<file path="src/rtl/spi_pkg.sv">
// Shared SPI definitions: default word width and the responder FSM state encoding.
package spi_pkg;
    localparam int SPI_DATA_W = 8;

    typedef enum logic [1:0] {
        IDLE  = 2'd0,
        LOAD  = 2'd1,
        SHIFT = 2'd2
    } spi_slv_state_e;
endpackage

</file>
<file path="src/rtl/spi_sync_edge.sv">
// Multi-flop synchronizer for one asynchronous pin, with rise/fall detection on the synchronized value.
module spi_sync_edge #(
    parameter int   SYNC_STAGES = 2,
    parameter logic RST_VAL     = 1'b0
) (
    input  logic i_clk,
    input  logic i_rst_n,
    input  logic i_d,
    output logic o_q,
    output logic o_rise,
    output logic o_fall
);
    logic [SYNC_STAGES-1:0] r_sync;
    logic                   r_prev;

    always_ff @(posedge i_clk or negedge i_rst_n) begin
        if (!i_rst_n) begin
            r_sync <= {SYNC_STAGES{RST_VAL}};
            r_prev <= RST_VAL;
        end else begin
            r_sync <= {r_sync[SYNC_STAGES-2:0], i_d};
            r_prev <= r_sync[SYNC_STAGES-1];
        end
    end

    assign o_q    = r_sync[SYNC_STAGES-1];
    assign o_rise = o_q & ~r_prev;
    assign o_fall = ~o_q & r_prev;
endmodule

</file>
<file path="src/rtl/spi_slave.sv">
// SPI mode-0 responder: oversampled pins, byte-wide rx/tx shift registers, one-entry tx holding register.
module spi_slave
    import spi_pkg::*;
#(
    parameter int DATA_W      = SPI_DATA_W,
    parameter int SYNC_STAGES = 2
) (
    input  logic              i_clk,
    input  logic              i_rst_n,
    input  logic              i_sclk,
    input  logic              i_cs_n,
    input  logic              i_mosi,
    output logic              o_miso,
    output logic              o_miso_oe,
    input  logic [DATA_W-1:0] i_tx_data,
    input  logic              i_tx_valid,
    output logic              o_tx_ready,
    output logic [DATA_W-1:0] o_rx_data,
    output logic              o_rx_valid,
    output logic              o_busy,
    output logic              o_tx_underrun,
    output logic              o_frame_err
);
    localparam int                CNT_W = $clog2(DATA_W) + 1;
    localparam logic [CNT_W-1:0]  LAST  = CNT_W'(DATA_W - 1);

    logic w_sclk_rise, w_sclk_fall, w_cs_q, w_cs_rise, w_cs_fall, w_mosi, w_wr;

    spi_slv_state_e    r_state;
    logic [CNT_W-1:0]  r_cnt;
    logic [DATA_W-1:0] r_rx_sh, r_tx_sh, r_hold, r_rx_data;
    logic              r_full, r_rx_valid, r_underrun, r_frame_err;

    spi_sync_edge #(.SYNC_STAGES(SYNC_STAGES), .RST_VAL(1'b0)) u_sync_sclk (
        .i_clk(i_clk), .i_rst_n(i_rst_n), .i_d(i_sclk),
        .o_q(), .o_rise(w_sclk_rise), .o_fall(w_sclk_fall)
    );

    // cs_n resets high so leaving reset never looks like a frame start
    spi_sync_edge #(.SYNC_STAGES(SYNC_STAGES), .RST_VAL(1'b1)) u_sync_cs (
        .i_clk(i_clk), .i_rst_n(i_rst_n), .i_d(i_cs_n),
        .o_q(w_cs_q), .o_rise(w_cs_rise), .o_fall(w_cs_fall)
    );

    spi_sync_edge #(.SYNC_STAGES(SYNC_STAGES), .RST_VAL(1'b0)) u_sync_mosi (
        .i_clk(i_clk), .i_rst_n(i_rst_n), .i_d(i_mosi),
        .o_q(w_mosi), .o_rise(), .o_fall()
    );

    assign w_wr = i_tx_valid & ~r_full;

    always_ff @(posedge i_clk or negedge i_rst_n) begin
        if (!i_rst_n) begin
            r_state     <= IDLE;
            r_cnt       <= '0;
            r_rx_sh     <= '0;
            r_tx_sh     <= '0;
            r_hold      <= '0;
            r_full      <= 1'b0;
            r_rx_data   <= '0;
            r_rx_valid  <= 1'b0;
            r_underrun  <= 1'b0;
            r_frame_err <= 1'b0;
        end else begin
            r_rx_valid  <= 1'b0;
            r_underrun  <= 1'b0;
            r_frame_err <= 1'b0;
            if (w_wr) begin
                r_hold <= i_tx_data;
                r_full <= 1'b1;
            end
            if (w_cs_rise) begin
                r_state     <= IDLE;
                r_cnt       <= '0;
                r_tx_sh     <= '0;
                r_frame_err <= (r_cnt != '0);
            end else begin
                case (r_state)
                    IDLE: if (w_cs_fall) r_state <= LOAD;
                    // LOAD sees the registered holding state; a same-cycle write waits for the next word
                    LOAD: begin
                        r_tx_sh    <= r_full ? r_hold : '0;
                        r_underrun <= ~r_full;
                        if (r_full) r_full <= 1'b0;
                        r_state    <= SHIFT;
                    end
                    SHIFT: begin
                        if (w_sclk_rise) begin
                            r_rx_sh <= {r_rx_sh[DATA_W-2:0], w_mosi};
                            if (r_cnt == LAST) begin
                                r_rx_data  <= {r_rx_sh[DATA_W-2:0], w_mosi};
                                r_rx_valid <= 1'b1;
                                r_cnt      <= '0;
                                r_state    <= LOAD;
                            end else begin
                                r_cnt <= r_cnt + 1'b1;
                            end
                        end else if (w_sclk_fall && r_cnt != '0) begin
                            r_tx_sh <= {r_tx_sh[DATA_W-2:0], 1'b0};
                        end
                    end
                    default: r_state <= IDLE;
                endcase
            end
        end
    end

    assign o_busy        = ~w_cs_q;
    assign o_miso_oe     = ~w_cs_q;
    assign o_miso        = ~w_cs_q & r_tx_sh[DATA_W-1];
    assign o_tx_ready    = ~r_full;
    assign o_rx_data     = r_rx_data;
    assign o_rx_valid    = r_rx_valid;
    assign o_tx_underrun = r_underrun;
    assign o_frame_err   = r_frame_err;
endmodule

</file>
<file path="config.mk">
export PLATFORM = sky130hd
export DESIGN_NAME = spi_slave
export DESIGN_NICKNAME = d
export VERILOG_FILES = /design/src/rtl/spi_pkg.sv /design/src/rtl/spi_sync_edge.sv /design/src/rtl/spi_slave.sv
export SDC_FILE = /design/constraint.sdc
export NUM_CORES = 1
export LEC_CHECK = 0
export ABC_AREA = 1
export ABC_CLOCK_PERIOD_IN_PS = 1500
export CAP_MARGIN = 0
export CORE_UTILIZATION = 49
export CTS_CLUSTER_SIZE = 20
export DETAILED_ROUTE_END_ITERATION = 16
export GPL_TIMING_DRIVEN = 0
export HOLD_SLACK_MARGIN = 0.05
export PLACE_DENSITY = 0.75
export REMOVE_ABC_BUFFERS = 1
export SYNTH_ARGS = -nofsm -noshare
export SYNTH_HDL_FRONTEND = slang
export SYNTH_SLANG_ARGS = --single-unit
</file>
<file path="constraint.sdc">
create_clock -name i_clk -period 1.5 [get_ports i_clk]
set_input_delay 0.15 -clock i_clk [delete_from_list [all_inputs] [get_ports i_clk]]
set_output_delay 0.15 -clock i_clk [all_outputs]
set_load 0.01 [all_outputs]
</file>
## Word-level counts from Yosys, hierarchy flattened

Index checks and enable logic that the tools add are counted.
W data, S select, Z words.

- Bits in registers: 49
- Word-level logic and storage cells: 72

- Multiplexer cells: 25
- Add/subtract/negate cells: 1
- Bitwise gates (word level): 12
- Eq/ne operators: 8
- Reduce and logical (&&, ||, !) cells: 11

Operators with widths:

| cell | number |
|---|---|
| $mux W8 | 4 |
| $mux W4 | 4 |
| $pmux W8 S2 | 1 |
| $mux W1 | 11 |
| $ne A3 B2 Y1 const B | 3 |
| $reduce_and A3 Y1 | 3 |
| $mux W2 | 4 |
| $and A1 B1 Y1 | 6 |
| $ne A3 B1 Y1 const B | 2 |
| $not A1 Y1 | 6 |
| $pmux W2 S3 | 1 |
| $add A4 B1 Y4 const B | 1 |
| $eq A4 B3 Y1 const B | 1 |
| $reduce_and A4 Y1 | 1 |
| $reduce_bool A2 Y1 | 2 |
| $reduce_bool A4 Y1 | 1 |
| $reduce_bool A3 Y1 | 1 |
| $eq A2 B1 Y1 const B | 1 |
| $eq A2 B2 Y1 const B | 1 |
| $logic_not A2 Y1 | 1 |
| $reduce_and A2 Y1 | 1 |
| $logic_and A1 B1 Y1 | 1 |

## Longest topological paths before layout

Gate-level depths: netlist (run 1).

- Word-level depth: 7
- Depth in mapped cells: 9

## Hierarchy

Synthesis (run 1) repeated with hierarchy kept, for this count alone.

- Cells, all modules: 230
- Area, all modules: 2137.0 um2

Modules (own cells, without submodules):

| module | cells an instance | instances | area each (um2) |
|---|---|---|---|
| spi_slave | 209 | 1 | 1863.0 |
| spi_sync_edge at u_sync_mosi ... | 7 | 2 | 90.1 |
| spi_sync_edge at u_sync_cs | 7 | 1 | 93.8 |

## Worst setup path after synthesis (run 1)

Ideal clock, no wire load.

- Kind: reg-to-reg
- Start point: reg r_state[0]
- End point: reg r_rx_data[5], in the netlist o_rx_data[5]
- Setup slack: 8 ps
- Library setup time: 117 ps
- Arrival time: 1374 ps
- Required time: 1383 ps
- Clock period less this slack: 1492 ps
- Cell stages (with the launch flop): 10
- Path through: dfrtp_1 inv_1 ha_1 buf_4 nand3_2 nor2_8 nand2_4 buf_6 nand2_2 o21ai_2

- Word-level cells in the longest chain between the ends: 2

Ends and longest elaborated chain:

| element | line | text |
|---|---|---|
| start: declaration | spi_slave.sv:29 | `spi_slv_state_e r_state;` |
| start signal: assignment | spi_slave.sv:54 | `r_state <= IDLE;` |
| start signal: assignment | spi_slave.sv:73 | `r_state <= IDLE;` |
| start signal: assignment | spi_slave.sv:79 | `IDLE: if (w_cs_fall) r_state <= LOAD;` |
| $eq A2 B2 Y1 | spi_slave.sv:78 | `case (r_state)` |
| $reduce_and A4 Y1 (no source line) | n/a |  |
| end signal: assignment | spi_slave.sv:91 | `r_rx_data <= {r_rx_sh[DATA_W-2:0], w_mosi};` |
| end: declaration | spi_slave.sv:31 | `logic [DATA_W-1:0] r_rx_sh, r_tx_sh, r_hold, r_rx_data;` |

Every way passes these cells.
A chain may end at the register's enable or synchronous reset.

## Final worst setup path (run 1)

- Start point: reg r_state[0]
- End point: reg r_tx_sh[0]

- Word-level cells in the longest chain between the ends: 3

Ends and longest elaborated chain:

| element | line | text |
|---|---|---|
| $eq A2 B2 Y1 or $eq A2 B1 Y1 (tied branches) | spi_slave.sv:78 |  |
| $ne A3 B2 Y1 (no source line) (tied with other cells) | n/a |  |
| $reduce_and A3 Y1 (no source line) or $mux W8 (tied branches) | n/a |  |
| end signal: assignment | spi_slave.sv:82 | `r_tx_sh <= r_full ? r_hold : '0;` |
| end signal: assignment | spi_slave.sv:99 | `r_tx_sh <= {r_tx_sh[DATA_W-2:0], 1'b0};` |
| end: declaration | spi_slave.sv:31 |  |

Several ways; a longest one is shown, not always the timed one.

==> flow_metrics.env, run 1 <==
export IMPL_core_mm2=0.00435
export IMPL_via_per_inst=5.06
export IMPL_track_usage_pct=17.5
export IMPL_tightest_slew_ns=0.404
export IMPL_port_buffers=28
export IMPL_io_pins=29
export IMPL_dieWidth_um=69.5
export IMPL_drtAntennaViolNets=0
export IMPL_ys_types=27
export IMPL_startpoint_type="flop"
export IMPL_slew_headroom_pct=73.0
export IMPL_antenna_found_initial=0
export IMPL_rsz0062_at_grt="yes"
export IMPL_vias=1599
export IMPL_diodes=0
export IMPL_fin_util_pct=64.7
export IMPL_grt_pass1_vias=1502
export IMPL_power_mw=4.31
export IMPL_synth_top_area_share_pct=51.6
export IMPL_final_cell_mix="dfrtp_1, nand2_1, nand3_1, clkdlybuf4s50_1, inv_1"
export IMPL_finalCritPeriodShare_pct=97.3
export IMPL_slew_violations=0
export IMPL_hp_class="in2reg"
export IMPL_cts_root_buf="clkbuf_8"
export IMPL_start_util_pct=51.2
export IMPL_setup_violations=0
export IMPL_leakagePower_nw=1.35
export IMPL_ys_warnings_count=0
export IMPL_status="finished clean"
export IMPL_post_drt_wl_per_cell_um=12.4
export IMPL_post_route_drc_count=0
export IMPL_firstDrtPassIters=6
export IMPL_min_period_ns=1.46
export IMPL_cts_tree="yes"
export IMPL_fillCellCount=326
export IMPL_crit_type="reg2reg"
export IMPL_clk_pin_slew_worst_paths_ns=0.09
export IMPL_dp_hpwl_um=2580
export IMPL_final_common_cell="dfrtp_1"
export IMPL_arrival_ns=1.65
export IMPL_die_h_um=69.5
export IMPL_fin_nets=284
export IMPL_synth_seq_cells=49
export IMPL_grt_pass1_wl_um=6640
export IMPL_gp_congestion=0.760
export IMPL_syn_area_mm2=0.00223
export IMPL_drt_iter0_drc=83
export IMPL_ys_seq_area_share_pct=55.2
export IMPL_grt_max_degree=37
export IMPL_synthArstFlopShare_pct=100
export IMPL_finClkSkew_ns=0.00883
export IMPL_drive_gt1_share_pct=25.0
export IMPL_clk_latency_ns=0.30
export IMPL_end_kind="flop"
export IMPL_worst_endpoint_required_ns=1.69
export IMPL_yosysTopAreaCell="dfrtp_1"
export IMPL_powerDensity_mw_per_mm2=1530
export IMPL_cts_buffer_depth=2
export IMPL_cts_sinks=49
export IMPL_wirelength_um=3910
export IMPL_timing_hold_ws_ns=0.251
export IMPL_numCtsBuffers=5
export IMPL_hold_viol=0
export IMPL_dieArea_mm2=0.00482
export IMPL_postSynthCellCount=225
export IMPL_syn_avg_cell_area_um2=9.91
export IMPL_synth_flop_cell="dfrtp_1"
export IMPL_area_growth_pct=26.3
export IMPL_grt_ovfl_total=0
export IMPL_htree_levels=2
export IMPL_cap_violations=0
export IMPL_cp_max_fo=4
export IMPL_synth_edff_count=0
export IMPL_fmax_mhz=685
export IMPL_num_rows=24
export IMPL_synth_top_cells_by_area="dfrtp_1, nand2_1, nand3_1, ha_1, dfstp_2"
export IMPL_ir_worst_vdd_v=0.000901
[power by group]
group	switching [mW]	leakage [nW]	total [mW]	internal, mW
clock	0.433	0.0681	1.09	0.662
combinational	0.823	0.656	1.42	0.598
sequential	0.176	0.628	1.79	1.62
[registers in the layout (all words and copies together), names as in the netlist]
| signal | cells |
|---|---|
| o_rx_data | 8 |
| r_hold | 8 |
| r_tx_sh | 8 |
| r_rx_sh | 7 |
| r_cnt | 4 |
| r_state | 2 |
| u_sync_cs.r_sync | 2 |
| u_sync_mosi.r_sync | 2 |
| u_sync_sclk.r_sync | 2 |
| o_frame_err | 1 |
| o_rx_valid | 1 |
| o_tx_underrun | 1 |
| r_full | 1 |
| u_sync_cs.r_prev | 1 |
| u_sync_sclk.r_prev | 1 |
[cells by family after synthesis]
| logic type | after synthesis | synth area share [%] |
|---|---|---|
| buf+inv | 29 | 5.95 |
| fa+ha+maj | 7 | 3.93 |
| simple gates | 111 | 25.1 |
| flops | 49 | 55.2 |
| compound gates | 21 | 5.95 |
| mux | 7 | 3.54 |
| xor+xnor | 1 | 0.393 |
[final timing paths]
path                                                 start                              end  slack, ns  cells past startpoint
max in group asynchronous                          i_rst_n    u_sync_cs.r_sync[0]$_DFF_PN1_       0.66                      3
min reg2reg                u_sync_sclk.r_sync[0]$_DFF_PN0_  u_sync_sclk.r_sync[1]$_DFF_PN0_       0.36                      0
min                                                 i_cs_n    u_sync_cs.r_sync[0]$_DFF_PN1_       0.25                      1
max                                 r_state[0]$_DFFE_PN0P_           r_tx_sh[0]$_DFFE_PN0P_       0.04                      8
max reg2reg                         r_state[0]$_DFFE_PN0P_           r_tx_sh[0]$_DFFE_PN0P_       0.04                      8
min in group asynchronous                          i_rst_n          o_tx_underrun$_DFF_PN0_       0.27                      2
[metrics by stage]
stage                     setup TNS, ns  area, µm²  setup WS [ns]  instances
after floorplan                  -0.328       2180        -0.0480        219
after global placement           -57.19       2530          -1.11        299
after detailed placement          -4.47       2540         -0.273        300
after CTS                             0       2710        0.00435        310
after global routing             -0.418       2820        -0.0479        316
final                                 0       2820         0.0404        316
[critical path, stage by stage (launching register included)]
cell	delay, ns
dfrtp_1	0.41
inv_2	0.11
ha_4	0.17
nand3_2	0.12
nor2_8	0.20
buf_4	0.15
nor2_4	0.04
nand3_1	0.07
nand2_1	0.06
[final cells by class]
cell class | count | area [µm²] | share of cell area, %
clock buffers | 5 | 68.8 | 2.44
clock inverters | 3 | 65.1 | 2.31
inverters | 23 | 88.8 | 3.15
multi-input cells | 148 | 952 | 33.8
flip-flops and latches | 49 | 1230 | 43.7
well taps | 52 | 65.1 | 2.31
repair buffers | 36 | 345 | 12.3
[Yosys cell counts (2+ instances only)]
master    number
nand3_1       28
o21ai_0        4
nand2_2        4
buf_4          4
dfstp_2        3
nand3b_1       2
inv_2          2
o21ai_1        7
ha_1           7
a21oi_1        2
nor2_1         8
inv_1         21
nor3_1         2
o21ai_2        7
nor2_2         5
mux2_2         7
nand2_1       54
nor2_8         3
dfrtp_1       46
nand2_4        2
[metal layers]
metal  GRT usage [%]  vias to the layer above  wire length, µm
met5               0                        -                0
met4            6.80                        0               87
met3            5.09                        9              170
met2            28.0                       34             1890
met1            22.5                      755             1760
li1                -                      801                -
[repair_timing]
item                       4_1_cts  5_1_grt
setup endpoints to repair       27       29
hold buffers                     1        0
setup buffers                    1        5
resized for setup                8       18
hold endpoints to repair        13        0
pin swaps                        0        5
cloned                           0        1
Note: power is estimated with default switching activity, not from simulation.
==> inputs of run 2 (changes only) <==
ABC_CLOCK_PERIOD_IN_PS = 1320   (was 1500)
CORE_ASPECT_RATIO = 0.5   (was default)
clock period = 1.32 ns   (was 1.5 ns; I/O delays follow)
==> run 2 against run 1 <==
Net effect:
- the flow now finishes with violations (negative setup slack)
- flip-flop and latch count unchanged
- sequential share of layout area down 2.9 points
- power up 15%
- non-clock buffer count up 7
- worst setup slack worse by 0.19 ns
==> flow_metrics.env, run 2 (synthesis results as in run 1) <==
export IMPL_firstDrtPassIters=4
export IMPL_num_rows=16
export IMPL_hold_viol=0
export IMPL_worst_endpoint_required_ns=1.54
export IMPL_grt_pass1_wl_um=7190
export IMPL_final_cell_mix="dfrtp_1, nand2_1, nand3_1, inv_1, nand2_2"
export IMPL_cts_sinks=49
export IMPL_critPathTopFamily="buffers and inverters"
export IMPL_ff2ff_setup_slack_ns=-0.15
export IMPL_ir_worst_vdd_v=0.000751
export IMPL_htree_levels=2
export IMPL_swShare_pct=35.4
export IMPL_cts_buffer_depth=2
export IMPL_setup_violations=29
export IMPL_setup_ws_ns=-0.150
export IMPL_wirelength_um=4760
export IMPL_antenna_found_initial=0
export IMPL_p_clk_share_pct=21.2
export IMPL_cap_violations=0
export IMPL_fmax_mhz=680
export IMPL_pwr_share_comb_pct=37.5
export IMPL_drtAntennaViolNets=0
export IMPL_rsz0062_at_grt="yes"
export IMPL_clk_latency_ns=0.30
export IMPL_powerDensity_mw_per_mm2=1640
export IMPL_vias=1688
export IMPL_grt_ovfl_total=0
export IMPL_core_mm2=0.00412
export IMPL_end_kind="flop"
export IMPL_die_h_um=49.7
export IMPL_io_pins=29
export IMPL_fin_nets=293
export IMPL_cp_max_fo=7
export IMPL_crit_cells=8
export IMPL_final_common_cell="dfrtp_1"
export IMPL_startpoint_type="flop"
export IMPL_gp_congestion=0.812
export IMPL_drt_iter0_drc=88
export IMPL_dp_hpwl_um=2660
export IMPL_post_route_drc_count=0
export IMPL_cp_num_buf_inv=4
export IMPL_violations="negative setup slack"
export IMPL_dieArea_mm2=0.00484
export IMPL_leakagePower_nw=1.45
export IMPL_fin_util_pct=73.1
export IMPL_grt_pass1_vias=1533
export IMPL_p_seq_share_pct=41.3
export IMPL_status="finished, violations left"
export IMPL_start_util_pct=54.1
export IMPL_drive_gt1_share_pct=34.6
export IMPL_p_switching_mw=1.75
export IMPL_post_drt_wl_per_cell_um=14.6
export IMPL_tightest_slew_ns=0.593
export IMPL_dieWidth_um=97.4
export IMPL_slew_headroom_pct=60.5
export IMPL_area_growth_pct=35.2
export IMPL_finalCritPeriodShare_pct=111
export IMPL_critPathMaxStageDelay_ns=0.40
export IMPL_port_buffers=28
export IMPL_cts_root_buf="clkbuf_8"
export IMPL_hp_class="in2reg"
export IMPL_diodes=0
export IMPL_numCtsBuffers=5
export IMPL_min_path_cells=1
export IMPL_rr_worst_depth=8
export IMPL_via_per_inst=5.18
export IMPL_arrival_ns=1.69
export IMPL_finClkSkew_ns=0.00486
export IMPL_intPower_mw=3.19
export IMPL_grt_max_degree=26
export IMPL_slowest_stage="dfrtp_1"
export IMPL_crit_chain="inv_2 > buf_4 > ha_4 > inv_4 > nor2_4 > buf_12 > nand2_4 > o21ai_1"
export IMPL_slew_violations=0
export IMPL_clk_pin_slew_worst_paths_ns=0.09
export IMPL_min_period_ns=1.47
export IMPL_crit_type="reg2reg"
export IMPL_cts_tree="yes"
export IMPL_track_usage_pct=19.5
export IMPL_post_place_ws_ns=-0.461
-- run 2: stage by stage --
| step | hold slack, ns | instances | TNS (ns) | instance area, µm² | total power, mW |
|---|---|---|---|---|---|
| 2_1_floorplan | -0.164 | 219 | -3.38 | 2180 | 3.03 |
| 3_3_place_gp | 0.334 | 301 | -65.07 | 2530 | 3.34 |
| 3_5_place_dp | 0.169 | 302 | -8.91 | 2550 | 3.43 |
| 4_1_cts | 0.228 | 318 | -1.09 | 2840 | 4.63 |
| 5_1_grt | 0.231 | 326 | -4.59 | 3020 | 5.27 |
| 6_report | 0.229 | 326 | -2.73 | 3020 | 4.94 |
-- run 2: worst reg2reg max path, stage by stage, from the launching register on --
cell and delay [ns]:
dfrtp_1 0.40, inv_2 0.11, buf_4 0.13, ha_4 0.13, inv_4 0.05, nor2_4 0.18, buf_12 0.15, nand2_4 0.08
o21ai_1 0.16
-- run 2: per-layer routing --
layer	routed length, µm	global-route usage [%]	share of wire [%]
met5	0	0	0
met4	130	10.3	2.7
met3	196	4.54	4.1
met2	2210	29.0	46
met1	2220	26.8	47
-- run 2: cell type report --
class / count / area, µm²
Tap cell: 54 / 67.6
Clock inverter: 2 / 35.0
Sequential cell: 49 / 1230
Fill cell: 271 / 1110
Clock buffer: 5 / 68.8
Inverter: 23 / 91.3
Timing Repair Buffer: 43 / 419
Multi-Input combinational cell: 150 / 1100
-- run 2: path summary, 6_finish.rpt --
check                                                       end                             from
min in group asynchronous       u_sync_sclk.r_sync[0]$_DFF_PN0_                          i_rst_n
worst min register to register  u_sync_sclk.r_sync[1]$_DFF_PN0_  u_sync_sclk.r_sync[0]$_DFF_PN0_
worst max register to register           r_rx_sh[4]$_DFFE_PN0P_           r_state[0]$_DFFE_PN0P_
max in group asynchronous         u_sync_cs.r_sync[0]$_DFF_PN1_                          i_rst_n
worst min-delay path              u_sync_cs.r_sync[0]$_DFF_PN1_                           i_cs_n
worst max-delay path                     r_rx_sh[4]$_DFFE_PN0P_           r_state[0]$_DFFE_PN0P_
-- run 2: power by group through the flow --
stage / clock network (mW) / registers, mW / logic [mW]
after floorplan: 0 / 2.00 / 1.02
after global placement: 0 / 2.03 / 1.31
after detailed placement: 0 / 2.05 / 1.38
after CTS: 1.06 / 2.02 / 1.54
after global routing: 1.15 / 2.07 / 2.05
final: 1.05 / 2.04 / 1.85
-- run 2: repair_timing --
| item | 4_1_cts | 5_1_grt |
|---|---|---|
| endpoints found under the hold margin | 24 | 0 |
| setup buffers | 6 | 7 |
| pin swaps | 8 | 11 |
| gates resized for setup | 39 | 37 |
| endpoints found under the setup margin | 41 | 33 |
| gates cloned | 2 | 1 |
| hold buffers | 1 | 0 |
